$ cat src/rtl/downstream_ahbif.sv
// AHB-Lite single-word write master: drains 64-bit qwords from the downstream aligner into a destination buffer.
// Define DOWNSTREAM_INCR_BURST_EN to mark runs of words as INCR bursts (SEQ within a qword).
module downstream_ahbif (
    input  logic        clk,
    input  logic        rst,
    input  logic        start,
    input  logic        pause,
    output logic        done,
    input  logic [31:0] dst_addr,
    input  logic [15:0] dst_length,
    output logic [31:0] haddr,
    output logic [1:0]  htrans,
    output logic        hwrite,
    output logic [2:0]  hsize,
    output logic [2:0]  hburst,
    output logic [31:0] hwdata,
    input  logic        hready,
    input  logic [63:0] data,
    input  logic        data_valid,
    output logic        data_ready
);
    // state   | meaning
    // S_IDLE  | waiting for start, or holding done until start drops
    // S_LOAD  | fetching the next qword from the aligner
    // S_ADDR  | address phase pending on the bus
    // S_LAST  | final data phase outstanding
    // S_PAUSE | suspended; outstanding data phase drains on hready
    typedef enum logic [2:0] {S_IDLE, S_LOAD, S_ADDR, S_LAST, S_PAUSE} state_t;

    localparam logic [1:0] HT_IDLE   = 2'b00;
    localparam logic [1:0] HT_NONSEQ = 2'b10;
    localparam logic [1:0] HT_SEQ    = 2'b11;

    state_t      state, state_nx;
    logic [31:0] haddr_nx, hwdata_nx;
    logic [1:0]  htrans_nx;
    logic        done_nx;
    logic [14:0] remaining, remaining_nx;
    logic        wsel, wsel_nx;
    logic [63:0] qbuf, qbuf_nx;
    logic [16:0] len_sum;
    logic [14:0] words;
    logic [31:0] haddr_inc;
    logic [1:0]  cont_trans;
    logic        unused_bits;

    assign len_sum   = {1'b0, dst_length} + 17'd3;
    assign words     = len_sum[16:2];
    assign haddr_inc = haddr + 32'd4;
    assign unused_bits = ^{dst_addr[1:0], len_sum[1:0]};

`ifdef DOWNSTREAM_INCR_BURST_EN
    // A 1KB crossing must restart the burst.
    assign cont_trans = (haddr_inc[9:0] == 10'd0) ? HT_NONSEQ : HT_SEQ;
    assign hburst     = (htrans != HT_IDLE) ? 3'b001 : 3'b000;
`else
    assign cont_trans = HT_NONSEQ;
    assign hburst     = 3'b000;
`endif

    assign hwrite     = (htrans != HT_IDLE);
    assign hsize      = 3'b010;
    assign data_ready = (state == S_LOAD);

    always_ff @(posedge clk) begin
        if (rst) begin
            state     <= S_IDLE;
            haddr     <= 32'd0;
            htrans    <= HT_IDLE;
            hwdata    <= 32'd0;
            done      <= 1'b0;
            remaining <= 15'd0;
            wsel      <= 1'b0;
            qbuf      <= 64'd0;
        end else begin
            state     <= state_nx;
            haddr     <= haddr_nx;
            htrans    <= htrans_nx;
            hwdata    <= hwdata_nx;
            done      <= done_nx;
            remaining <= remaining_nx;
            wsel      <= wsel_nx;
            qbuf      <= qbuf_nx;
        end
    end

    always_comb begin
        state_nx     = state;
        haddr_nx     = haddr;
        htrans_nx    = htrans;
        hwdata_nx    = hwdata;
        done_nx      = done;
        remaining_nx = remaining;
        wsel_nx      = wsel;
        qbuf_nx      = qbuf;
        case (state)
            S_IDLE: begin
                if (start && !done) begin
                    if (words == 15'd0) begin
                        done_nx = 1'b1;
                    end else begin
                        haddr_nx     = {dst_addr[31:2], 2'b00};
                        wsel_nx      = dst_addr[2];
                        remaining_nx = words;
                        state_nx     = S_LOAD;
                    end
                end else if (done && !start) begin
                    done_nx = 1'b0;
                end
            end
            S_LOAD: begin
                htrans_nx = HT_IDLE;
                if (data_valid) begin
                    qbuf_nx   = data;
                    htrans_nx = HT_NONSEQ;
                    state_nx  = S_ADDR;
                end
            end
            S_ADDR: begin
                if (hready) begin
                    hwdata_nx    = wsel ? qbuf[63:32] : qbuf[31:0];
                    haddr_nx     = haddr_inc;
                    remaining_nx = remaining - 15'd1;
                    wsel_nx      = ~wsel;
                    if (remaining == 15'd1) begin
                        htrans_nx = HT_IDLE;
                        state_nx  = S_LAST;
                    end else if (pause) begin
                        htrans_nx = HT_IDLE;
                        state_nx  = S_PAUSE;
                    end else if (wsel) begin
                        htrans_nx = HT_IDLE;
                        state_nx  = S_LOAD;
                    end else begin
                        htrans_nx = cont_trans;
                    end
                end
            end
            S_LAST: begin
                htrans_nx = HT_IDLE;
                if (hready) begin
                    done_nx  = 1'b1;
                    state_nx = S_IDLE;
                end
            end
            S_PAUSE: begin
                htrans_nx = HT_IDLE;
                if (!pause) begin
                    if (!wsel) begin
                        state_nx = S_LOAD;
                    end else begin
                        htrans_nx = HT_NONSEQ;
                        state_nx  = S_ADDR;
                    end
                end
            end
            default: begin
                htrans_nx = HT_IDLE;
                state_nx  = S_IDLE;
            end
        endcase
    end
endmodule

$ cat config.mk
export PLATFORM = sky130hd
export DESIGN_NAME = downstream_ahbif
export DESIGN_NICKNAME = d
export VERILOG_FILES = /design/src/rtl/downstream_ahbif.sv
export SDC_FILE = /design/constraint.sdc
export NUM_CORES = 1
export LEC_CHECK = 0
export ABC_AREA = 1
export CAP_MARGIN = 5
export CORE_MARGIN = 2
export CORE_UTILIZATION = 50
export DETAILED_ROUTE_END_ITERATION = 10
export MAX_ROUTING_LAYER = met4
export PLACE_DENSITY_LB_ADDON = 0.25
export SKIP_LAST_GASP = 1
export SLEW_MARGIN = 25
export SYNTH_ARGS = -nofsm -noshare
export SYNTH_HDL_FRONTEND = slang
export SYNTH_SLANG_ARGS = --single-unit
$ cat constraint.sdc
create_clock -name clk -period 2.6 [get_ports clk]
set_input_delay 0.52 -clock clk [delete_from_list [all_inputs] [get_ports clk]]
set_output_delay 0.52 -clock clk [all_outputs]
set_load 0.05 [all_outputs]
; Yosys cells after proc, flatten, opt, wreduce, memory -nomap -nowiden
; Cells that the tools add are included.
[totals]
elab_cells = 79
output_inout_bits = 75
reg_bits = 150
input_bits = 118
[classes]
mux = 37
add_sub_neg = 3
n_bitwise = 2
n_eq_ne = 14
reduce_logical = 15
[ops]
columns = cell, count
row1 = 32-bit two-way mux, 4
row2 = 32-bit case mux with 2 select lines, 1
row3 = 15-bit two-way mux, 3
row4 = "32-bit by 3-bit adder with 32-bit output, second input constant", 1
row5 = 15-bit case mux with 2 select lines, 1
row6 = 3-bit two-way mux, 9
row7 = "16-bit by 2-bit adder with 17-bit output, second input constant", 1
row8 = 2-bit two-way mux, 8
row9 = "15-bit by 1-bit == test with 1-bit output, second input constant", 1
row10 = 15-bit logical NOT, 1
row11 = 3-bit case mux with 5 select lines, 1
row12 = "15-bit by 1-bit subtractor with 15-bit output, second input constant", 1
row13 = "2-bit inequality test, second input constant", 6
row14 = 2-bit case mux with 4 select lines, 1
row15 = 4-bit AND reduction, 2
row16 = 1-bit two-way mux, 7
row17 = 7-bit AND reduction, 1
row18 = "3-bit by 2-bit == test with 1-bit output, second input constant", 2
row19 = "3-bit inequality test, second input constant", 2
row20 = 2-bit AND reduction, 3
row21 = 2-bit nonzero test, 3
row22 = "4-bit inequality test, second input constant", 1
row23 = 1-bit case mux with 2 select lines, 2
row24 = "3-bit by 1-bit == test with 1-bit output, second input constant", 1
row25 = 5 further kinds, 8

; Longest topological paths before layout
; Gate-level depths: netlist of the first run.
[logic_depth]
depth_word = 5
mapped_depth = 17
depth_no_buf = 15

; Worst setup path after synthesis of the first run
; No wires, ideal clock.
[synth_timing]
path_type = reg2reg
startpoint = reg haddr[2]
endpoint = reg haddr[24]
arrival_ns = 2.212
n_path_buf = 0
setup_time_ns = 0.064
slack_ns = 0.325
path_stages_with_launch = 14
required_time_ns = 2.536
synth_period_minus_slack_ns = 2.275
path_cell_list = dfxtp_1 -> ha_1 -> nand2_1 -> nor3_1 -> inv_1 -> nor2_1 -> nand2_1 -> nor2_1 -> nand2_1 -> o21ai_0 -> nand3_1 -> nand2_1 -> nor2_1 -> nor2_1
[synth_between]
elab_chain_cells = 3
[synth_lines]
columns = item, line
row1 = start: declaration, 11  ; output logic [31:0] haddr,
row2 = start signal: assignment, 77  ; haddr <= haddr_nx;
row3 = 32-bit by 3-bit adder with 32-bit output, 49  ; assign haddr_inc = haddr + 32'd4;
row4 = 32-bit two-way mux, 120  ; if (hready) begin
row5 = 32-bit case mux with 2 select lines, 96  ; case (state)
; Every way passes these cells. The select of a mux whose other input is x is not followed.
; A chain may end at the register's enable or synchronous reset.

; Final worst setup path of the first run
[layout_timing]
startpoint = in dst_length[3]
endpoint = reg haddr[3]
[layout_between]
elab_chain_cells = 4
[layout_lines]
columns = item, line
row1 = start: declaration, 10  ; input logic [15:0] dst_length,
row2 = 16-bit by 2-bit adder with 17-bit output, 47  ; assign len_sum = {1'b0, dst_length} + 17'd3;
row3 = 15-bit logical NOT, 99  ; if (words == 15'd0) begin
row4 = 2-bit inequality test (no line), --
row5 = 4-bit AND reduction (no line), --
; Every way passes these cells.

==> results of run 1 <==
[synthesized netlist by cell type, types with 4 or more instances]
cell type	n	share of area, %
clkbuf_1	44	2.1
nand2_2	5	0.40
buf_4	10	0.97
inv_1	87	4.2
o21ai_0	97	6.3
mux2i_1	4	0.52
xor2_1	17	1.9
nand2_1	297	14
o31ai_1	4	0.39
o21ai_1	4	0.26
nand3_1	48	3.1
nor3_1	12	0.78
nand4_1	18	1.5
inv_2	5	0.24
dfxtp_1	147	38
buf_2	4	0.26
buf_6	6	0.87
nor2_1	295	14
xnor2_1	4	0.45
buf_1	6	0.29
a21oi_1	81	5.2
a31oi_1	5	0.40
nor2_2	8	0.65
[power groups by stage]
stage          clock network, mW  logic, mW  registers, mW
3_5_place_dp                   0       4.27           3.25
3_3_place_gp                   0       4.18           3.24
6_report                    2.49       4.30           3.22
2_1_floorplan                  0       2.48           3.78
5_1_grt                     2.63       4.80           3.29
4_1_cts                     2.53       4.30           3.21
[logic make-up after synthesis]
group	synth area share, %
mux	0.518
flops	38.1
other cells	0.0971
xor+xnor	2.38
simple gates	36.2
buf+inv	9.11
fa+ha+maj	0.485
compound gates	13.1
[layout make-up]
type	instances	area, µm²
Sequential cell	147	2940
Fill cell	1320	4680
Antenna cell	1	2.50
Inverter	93	349
Clock inverter	14	165
Multi-Input combinational cell	926	4130
Tap cell	188	235
Clock buffer	18	429
Timing Repair Buffer	226	2210
[routing by layer]
metal	global-route usage [%]	vias up	wire, µm
met5	-	-	0
met4	8.34	0	307
met3	6.82	30	1590
met2	45.3	267	10500
met1	33.3	3745	9230
li1	-	4249	-
[path summary, 6_finish.rpt]
check / start / endpoint / slack (ps) / cells after the start
setup / recovery: dst_length[3] / haddr[3]$_SDFFE_PP0P_ / 300 / 14
hold / removal: hwdata[11]$_SDFFE_PP0P_ / hwdata[11]$_SDFFE_PP0P_ / 490 / 2
setup reg to reg: haddr[3]$_SDFFE_PP0P_ / haddr[24]$_SDFFE_PP0P_ / 410 / 13
hold reg to reg: hwdata[11]$_SDFFE_PP0P_ / hwdata[11]$_SDFFE_PP0P_ / 490 / 2
[worst max-delay path: cells and delay by family]
kind	cells	cell delay, ps
AND/OR/NAND/NOR	11	1200
buffers and inverters	2	750
XOR/XNOR	1	150
[registers in the layout, summed over array words and instances, names as in the netlist]
signal     count
qbuf          64
hwdata        32
haddr         30
remaining     15
state          3
done           1
htrans         1
wsel           1
[through the flow]
stage	setup TNS (ps)	hold WS [ps]	area, µm²	worst slack (ps)
floorplan	0	463	7760	325
finish	0	486	10500	303
CTS	0	492	10500	58.0
global placement	-2200	464	9870	-85.0
global route	0	502	10500	48.5
detailed placement	-3480	479	9870	-117
==> summary.txt, run 1 <==
DRT iter0 DRCs -> 579
clk buf depth -> 2
Max Freq -> 0.435 GHz
vias in the first global route -> 7797
Synth Instances -> 1230
max-cap violations -> 0
commonest cells after routing, fill and taps aside -> nand2_1, nor2_1, clkdlybuf4s50_1
Layout Cells excl Fill -> 1613
Final Skew -> 11.0 ps
RSZ-0062 raised after global routing -> no
# resized after CTS -> 0
IO Port Bufs -> 181
Async SR Flop Fraction -> 0%
switching share of power -> 42.8%
Synth-to-Final Area Change -> 35.4%
Starting Density -> 51.1%
Layout Nets -> 1532
die area -> 16500 µm²
Clk pwr share -> 24.9%
Rel. slew slack -> 45.8%
clk sink count -> 147
Hold Buf Count CTS -> 0
final critical-path required period -> 2300 ps
drt via density -> 5.14
commonest non-fill, non-tap cell in the layout -> nand2_1
Worst-path clk slew -> 70 ps
DP Wirelength -> 14500 µm
layout cells sized above 1 -> 7.23%
setup violators final -> 0
Worst-Skew Late Latency -> 420 ps
num rows -> 45
Worst-Margin Slew -> 811 ps
VDD IR max -> 0.635 mV
Synth Flop Type -> dfxtp_1
CP arrival -> 2610 ps
GP Congestion -> 0.858
Die X -> 128 µm
critical path fanouts, max -> 30
WP data required -> 2910 ps
Setup crit end kind -> register
most used cell, CP -> nand2_1
# IOs -> 193
Die H -> 128 µm
Yosys warning count -> 0
via count -> 8291
# DRC -> 0
placed cell count -> 1580
All-Layer GR Usage -> 27.5%
TritonRoute pass-1 iters -> 5
combinational power share -> 43.0%
ANT nets after route -> 0
largest net degree at the start of global routing -> 65
Post-Syn Area -> 7730 µm²
worst path cell trace -> clkdlybuf4s50_1 -> nand2_2 -> nor2_4 -> nand2_1 -> xnor2_1 -> nor2_1 -> nand2_1 -> nor2_2 -> nand3_2 -> nand2_2 -> buf_12 -> nand2_1 -> nand2_1 -> nor2_1
WL per Instance -> 13.4 µm
crit share post-route -> 88.3%
remaining global-route overflow -> 0
Setup Fix Bufs, Post-CTS -> 0
P_sw -> 4.29 mW
Clock Tree Root -> clkbuf_16
core box area -> 15100 µm²
CTS Buf Count -> 17
Post-synth EDFFs -> 0
sequential area share after synthesis -> 38.1%
post-synthesis cell type count -> 36
total power -> 10.0 mW
Slew Viols, Final -> 0
status -> completed
CP peak stage delay -> 540 ps
Util after Layout -> 69.1%
first-pass GRT wire length -> 35700 µm
Internal Power -> 5.73 mW
Power Dens Cells -> 957 nW/µm²
Avg Synthesized Cell Area -> 6.29 µm²
wirelength, routed -> 21600 µm
Tightest Hold Check Type -> reg -> reg
crit path launch type -> input pin
depth of the CTS H-tree -> 4
initial antenna violation count -> 1
Yosys reg bits -> 147
leakage power -> 4.59 nW
endpoints failing hold -> 0
Flop pwr share -> 32.1%
Slowest cell on crit path -> clkdlybuf4s50_1
CTS tree -> yes
crit path kind -> in -> reg
Power figures use the tool's default switching activity.
==> run 2: changes to the inputs <==
- ABC_CLOCK_PERIOD_IN_PS: unset -> 2600
- CAP_MARGIN: 5 -> 20
- CORE_UTILIZATION: 50 -> 51
- CTS_BUF_LIST: unset -> sky130_fd_sc_hd__clkbuf_2
==> run 2 against run 1 <==
Effect of this change:
- clock power fell by 43%
- utilization shrank 1.3 points
- sequential power hardly changed
- via count about the same
- routed wire length down 2.3%
- cell count is the same
- critical endpoint is now haddr[31]
==> summary.txt, run 2 (synthesized netlist as in run 1, its figures left out) <==
worst path cell trace -> clkdlybuf4s50_1
# IOs -> 193 (unchanged)
setup violators final -> 0 (unchanged)
num rows -> 45 (unchanged)
vias in the first global route -> 7379 (-5.4%)
first-pass GRT wire length -> 34700 µm (-2.8%)
Slowest cell on crit path -> clkdlybuf4s50_1
Synth-to-Final Area Change -> 31.8%
All-Layer GR Usage -> 26.8% (-0.68 points)
largest net degree at the start of global routing -> 65 (unchanged)
Worst-Skew Late Latency -> 730 ps (+310 ps)
worst hold margin -> 327 ps (-160 ps)
Final Skew -> 36.8 ps (+25.8 ps)
Layout Nets -> 1532 (unchanged)
max-cap violations -> 0 (unchanged)
Worst-Margin Slew -> 755 ps (-55.8 ps)
CTS Buf Count -> 17 (unchanged)
CTS tree -> yes
clk sink count -> 147 (unchanged)
biggest regs -> qbuf: 64 flops, hwdata: 32 flops, haddr: 30 flops
CP peak stage delay -> 820 ps (+280 ps)
commonest cells after routing, fill and taps aside -> nand2_1, nor2_1, dfxtp_1
IO Port Bufs -> 181 (unchanged)
crit path kind -> reg -> out
Die X -> 127 µm (-0.95%)
depth of the CTS H-tree -> 4 (unchanged)
die area -> 16200 µm² (-1.9%)
TritonRoute pass-1 iters -> 4 (-1)
Clock Tree Root -> clkbuf_2
Worst-path clk slew -> 280 ps (+210 ps)
VDD IR max -> 0.437 mV (-31%)
fill cell count -> 1373 (+4.0%)
GP Congestion -> 0.887 (+3.4%)
max reg flops -> 64 (unchanged)
remaining global-route overflow -> 0 (unchanged)
final critical-path required period -> 2480 ps (+187 ps)
RSZ-0062 raised after global routing -> no
Max Freq -> 0.403 GHz (-7.5%)
core box area -> 15000 µm² (-0.74%)
Top delay family on crit path -> buffers and inverters
wirelength, routed -> 21100 µm (-2.3%)
clk buf depth -> 2 (unchanged)
status -> completed
crit share post-route -> 95.5% (+7.2 points)
CP arrival -> 1960 ps (-650 ps)
Power Dens Cells -> 867 nW/µm² (-9.4%)
critical path buffer and inverter count -> 1 (-1)
initial antenna violation count -> 1 (unchanged)
WL per Instance -> 13.1 µm (-2.3%)
total power -> 8.84 mW (-12%)
Setup crit end kind -> output port
# DRC -> 0 (unchanged)
Slew Viols, Final -> 0 (unchanged)
leakage power -> 4.82 nW (+5.0%)
layout cells sized above 1 -> 7.37% (+0.14 points)
Rel. slew slack -> 49.6% (+3.7 points)
critical path fanouts, max -> 3 (-90%)
Tightest Hold Check Type -> in -> reg
Setup Fix Bufs, Post-CTS -> 0 (unchanged)
drt via density -> 5.14 (about the same)
DP Wirelength -> 14600 µm (+0.70%)
DRT iter0 DRCs -> 603 (+4.1%)
ANT nets after route -> 0 (unchanged)
via count -> 8283 (-0.096%)
Die H -> 127 µm (-0.95%)
Starting Density -> 51.4% (+0.38 points)
crit path launch type -> register
endpoints failing hold -> 0 (unchanged)
WP data required -> 2080 ps (-830 ps)
largest register by flop count -> qbuf
commonest non-fill, non-tap cell in the layout -> nand2_1
## run 2: cell types whose count changed in the layout (fill, tap and decap cells not counted), sizes merged, moves of 2 or more
cell | before | now
clkdlybuf4s50 | 180 | 142
dlygate4sd2 | 0 | 19
dlymetal6s2s | 1 | 19
clkinv | 4 | 6
clkinvlp | 0 | 2
inv | 101 | 99
## run 2: what timing repair did
item                                    CTS  global route
hold endpoints to repair                  0             0
resized for setup                        20            21
hold buffers                              0             0
endpoints found under the setup margin   20            20
## run 2: path summary, 6_finish.rpt
check                          startpoint                 endpoint  slack, ps  depth (start not counted)
setup / recovery   haddr[31]$_SDFFE_PP0P_                haddr[31]        120                          1
hold / removal                   data[10]    qbuf[10]$_SDFFE_PP0P_        330                          3
setup reg to reg    haddr[3]$_SDFFE_PP0P_   haddr[24]$_SDFFE_PP0P_        390                         13
hold reg to reg   hwdata[31]$_SDFFE_PP0P_  hwdata[31]$_SDFFE_PP0P_        510                          2
## run 2: area by class of cell
class	count	area, µm²	share of cell area, %
diodes	1	2.50	0.0246
flip-flops and latches	147	2940	28.9
clock inverters	15	193	1.89
inverters	93	349	3.42
repair buffers	226	2260	22.1
clock buffers	17	85.1	0.835
well taps	188	235	2.31
multi-input cells	926	4130	40.5
## run 2: metal layers
layer | up-vias | GRT usage [%] | share of wire, %
li1 | 4245 | - | -
met1 | 3742 | 34.1 | 44
met2 | 276 | 43.4 | 47
met3 | 20 | 6.66 | 7.3
met4 | 0 | 6.08 | 1.2
met5 | - | - | 0
## run 2: power breakdown
group | total, mW | switching [mW] | internal (mW)
clock network | 1.43 | 1.01 | 0.419
logic | 4.19 | 2.79 | 1.40
registers | 3.21 | 0.421 | 2.79
total | 8.84 | 4.23 | 4.61
## run 2: through the flow
step,setup TNS [ps],cells,cell area (µm²),setup WS [ps],util (%)
detailed placement,-4070,1580,9890,-141,65.8
CTS,-52.8,1612,10100,-52.8,67.5
global route,0,1613,10200,0.273,67.8
global placement,-3690,1580,9890,-119,65.8
floorplan,0,1237,7760,325,-
finish,0,1613,10200,116,67.8
==> run 3: changes to the inputs <==
- CTS_BUF_LIST: sky130_fd_sc_hd__clkbuf_2 -> sky130_fd_sc_hd__clkbuf_4
==> run 3 against run 2 <==
Effect of this change:
- global-route usage about the same
- clock power rose by 9%
- sequential power barely moved
- first-iteration DRC count decreased by 13%
- utilization increased by 0.15 points
- total power increased by 2.3%
- non-clock buffer count unchanged
- fmax up 0.51%
- critical path depth is the same
- die area did not move
- critical path type unchanged
- highest routed layer unchanged
==> summary.txt, run 3 (synthesized netlist as in run 1, its figures left out) <==
num rows -> 45 (unchanged)
Hold Buf Count CTS -> 0 (unchanged)
R2R depth -> 13 (unchanged)
layout cells sized above 1 -> 7.30% (-0.070 points)
crit path kind -> reg -> out
Worst-Skew Late Latency -> 580 ps (-150 ps)
Slowest cell on crit path -> clkdlybuf4s50_1
IO Port Bufs -> 181 (unchanged)
Layout Cells excl Fill -> 1613 (unchanged)
Starting Density -> 51.4% (unchanged)
Power Dens Cells -> 885 nW/µm² (+2.1%)
Setup Fix Bufs, Post-CTS -> 0 (unchanged)
crit share post-route -> 95.0% (-0.49 points)
final critical-path required period -> 2470 ps (-12.7 ps)
via count -> 8294 (+0.13%)
largest register by flop count -> qbuf
initial antenna violation count -> 1 (unchanged)
CP peak stage delay -> 880 ps (+60 ps)
remaining global-route overflow -> 0 (unchanged)
commonest non-fill, non-tap cell in the layout -> nand2_1
fill cell count -> 1369 (-0.29%)
Setup crit end kind -> output port
max-cap violations -> 0 (unchanged)
CTS tree -> yes
VDD IR max -> 0.455 mV (+4.2%)
drt via density -> 5.14 (+0.13%)
critical path buffer and inverter count -> 1 (unchanged)
WP data required -> 2080 ps (about the same)
worst hold margin -> 505 ps (+178 ps)
clk sink count -> 147 (unchanged)
Worst-Margin Slew -> 773 ps (+17.5 ps)
Worst-path clk slew -> 160 ps (-120 ps)
critical path fanouts, max -> 6 (+3)
GP Congestion -> 0.887 (unchanged)
ANT nets after route -> 0 (unchanged)
crit path launch type -> register
clk buf depth -> 2 (unchanged)
Max Freq -> 0.405 GHz (+0.51%)
status -> completed
depth of the CTS H-tree -> 4 (unchanged)
biggest regs -> qbuf: 64 flops, hwdata: 32 flops, haddr: 30 flops
core box area -> 15000 µm² (unchanged)
CTS Buf Count -> 17 (unchanged)
area of the multi-input gates -> 4130 µm² (unchanged)
commonest cells after routing, fill and taps aside -> nand2_1, nor2_1, clkdlybuf4s50_1
largest net degree at the start of global routing -> 65 (unchanged)
Layout Nets -> 1532 (unchanged)
Top delay family on crit path -> buffers and inverters
Die X -> 127 µm (unchanged)
leakage power -> 4.45 nW (-7.6%)
Rel. slew slack -> 48.4% (-1.2 points)
vias in the first global route -> 7387 (+0.11%)
# IOs -> 193 (unchanged)
Clock Tree Root -> clkbuf_4
Synth-to-Final Area Change -> 32.1%
setup violators final -> 0 (unchanged)
Slew Viols, Final -> 0 (unchanged)
max reg flops -> 64 (unchanged)
wirelength, routed -> 21000 µm (-0.34%)
WHS Path Cells -> 3 (unchanged)
worst path cell trace -> clkdlybuf4s50_1
die area -> 16200 µm² (unchanged)
DRT iter0 DRCs -> 522 (-13%)
CP arrival -> 1950 ps (about the same)
WL per Instance -> 13.0 µm (-0.34%)
Die H -> 127 µm (unchanged)
TritonRoute pass-1 iters -> 5 (+1)
RSZ-0062 raised after global routing -> no
first-pass GRT wire length -> 34700 µm (about the same)
Crit. path cell count -> 1 (unchanged)
Sequential cell area -> 2940 µm² (unchanged)
placed cell count -> 1580 (unchanged)
All-Layer GR Usage -> 26.8% (+0.037 points)
Tightest Hold Check Type -> in -> reg
# resized after CTS -> 1 (-95%)
# DRC -> 0 (unchanged)
Final Skew -> 21.8 ps (-15.0 ps)
endpoints failing hold -> 0 (unchanged)
DP Wirelength -> 14600 µm (unchanged)
[run 3: cell types whose count changed in the layout (fill, tap and decap cells not counted), sizes merged]
cell,previous run,this run
clkbuf,18,17
dlymetal6s2s,19,0
dlygate4sd2,19,1
clkdlybuf4s50,142,180
[run 3: through the flow]
stage	util [%]	instance area (µm²)	TNS [ps]	worst slack, ps	power, mW
2_1_floorplan	-	7760	0	325	6.26
4_1_cts	67.9	10200	0	93.0	9.07
5_1_grt	67.9	10200	0	58.4	9.74
3_5_place_dp	65.8	9890	-4070	-141	7.52
6_report	67.9	10200	0	129	9.04
3_3_place_gp	65.8	9890	-3690	-119	7.42
[run 3: power by group]
group | total [mW] | internal [mW] | switching [mW]
clock network | 1.56 | 0.542 | 1.01
logic | 4.27 | 1.48 | 2.79
registers | 3.21 | 2.79 | 0.425
[run 3: routing by layer]
metal,part of all wire [%],global-route usage (%),vias up
met5,0,-,-
met2,47,43.1,262
met1,44,34.2,3758
li1,-,-,4248
met4,1.6,6.40,0
met3,7.6,6.83,26
[run 3: worst paths after layout]
path	end	startpoint	slack, ps
max	haddr[12]	haddr[12]$_SDFFE_PP0P_	130
min	qbuf[10]$_SDFFE_PP0P_	data[10]	500
max reg2reg	haddr[24]$_SDFFE_PP0P_	haddr[2]$_SDFFE_PP0P_	420
min reg2reg	hwdata[31]$_SDFFE_PP0P_	hwdata[31]$_SDFFE_PP0P_	510
[run 3: final cells by class]
type	count	share of cell area, %
Antenna cell	1	0.0245
Clock buffer	17	1.25
Clock inverter	15	1.89
Inverter	93	3.42
Multi-Input combinational cell	926	40.4
Sequential cell	147	28.8
Tap cell	188	2.30
Timing Repair Buffer	226	21.9
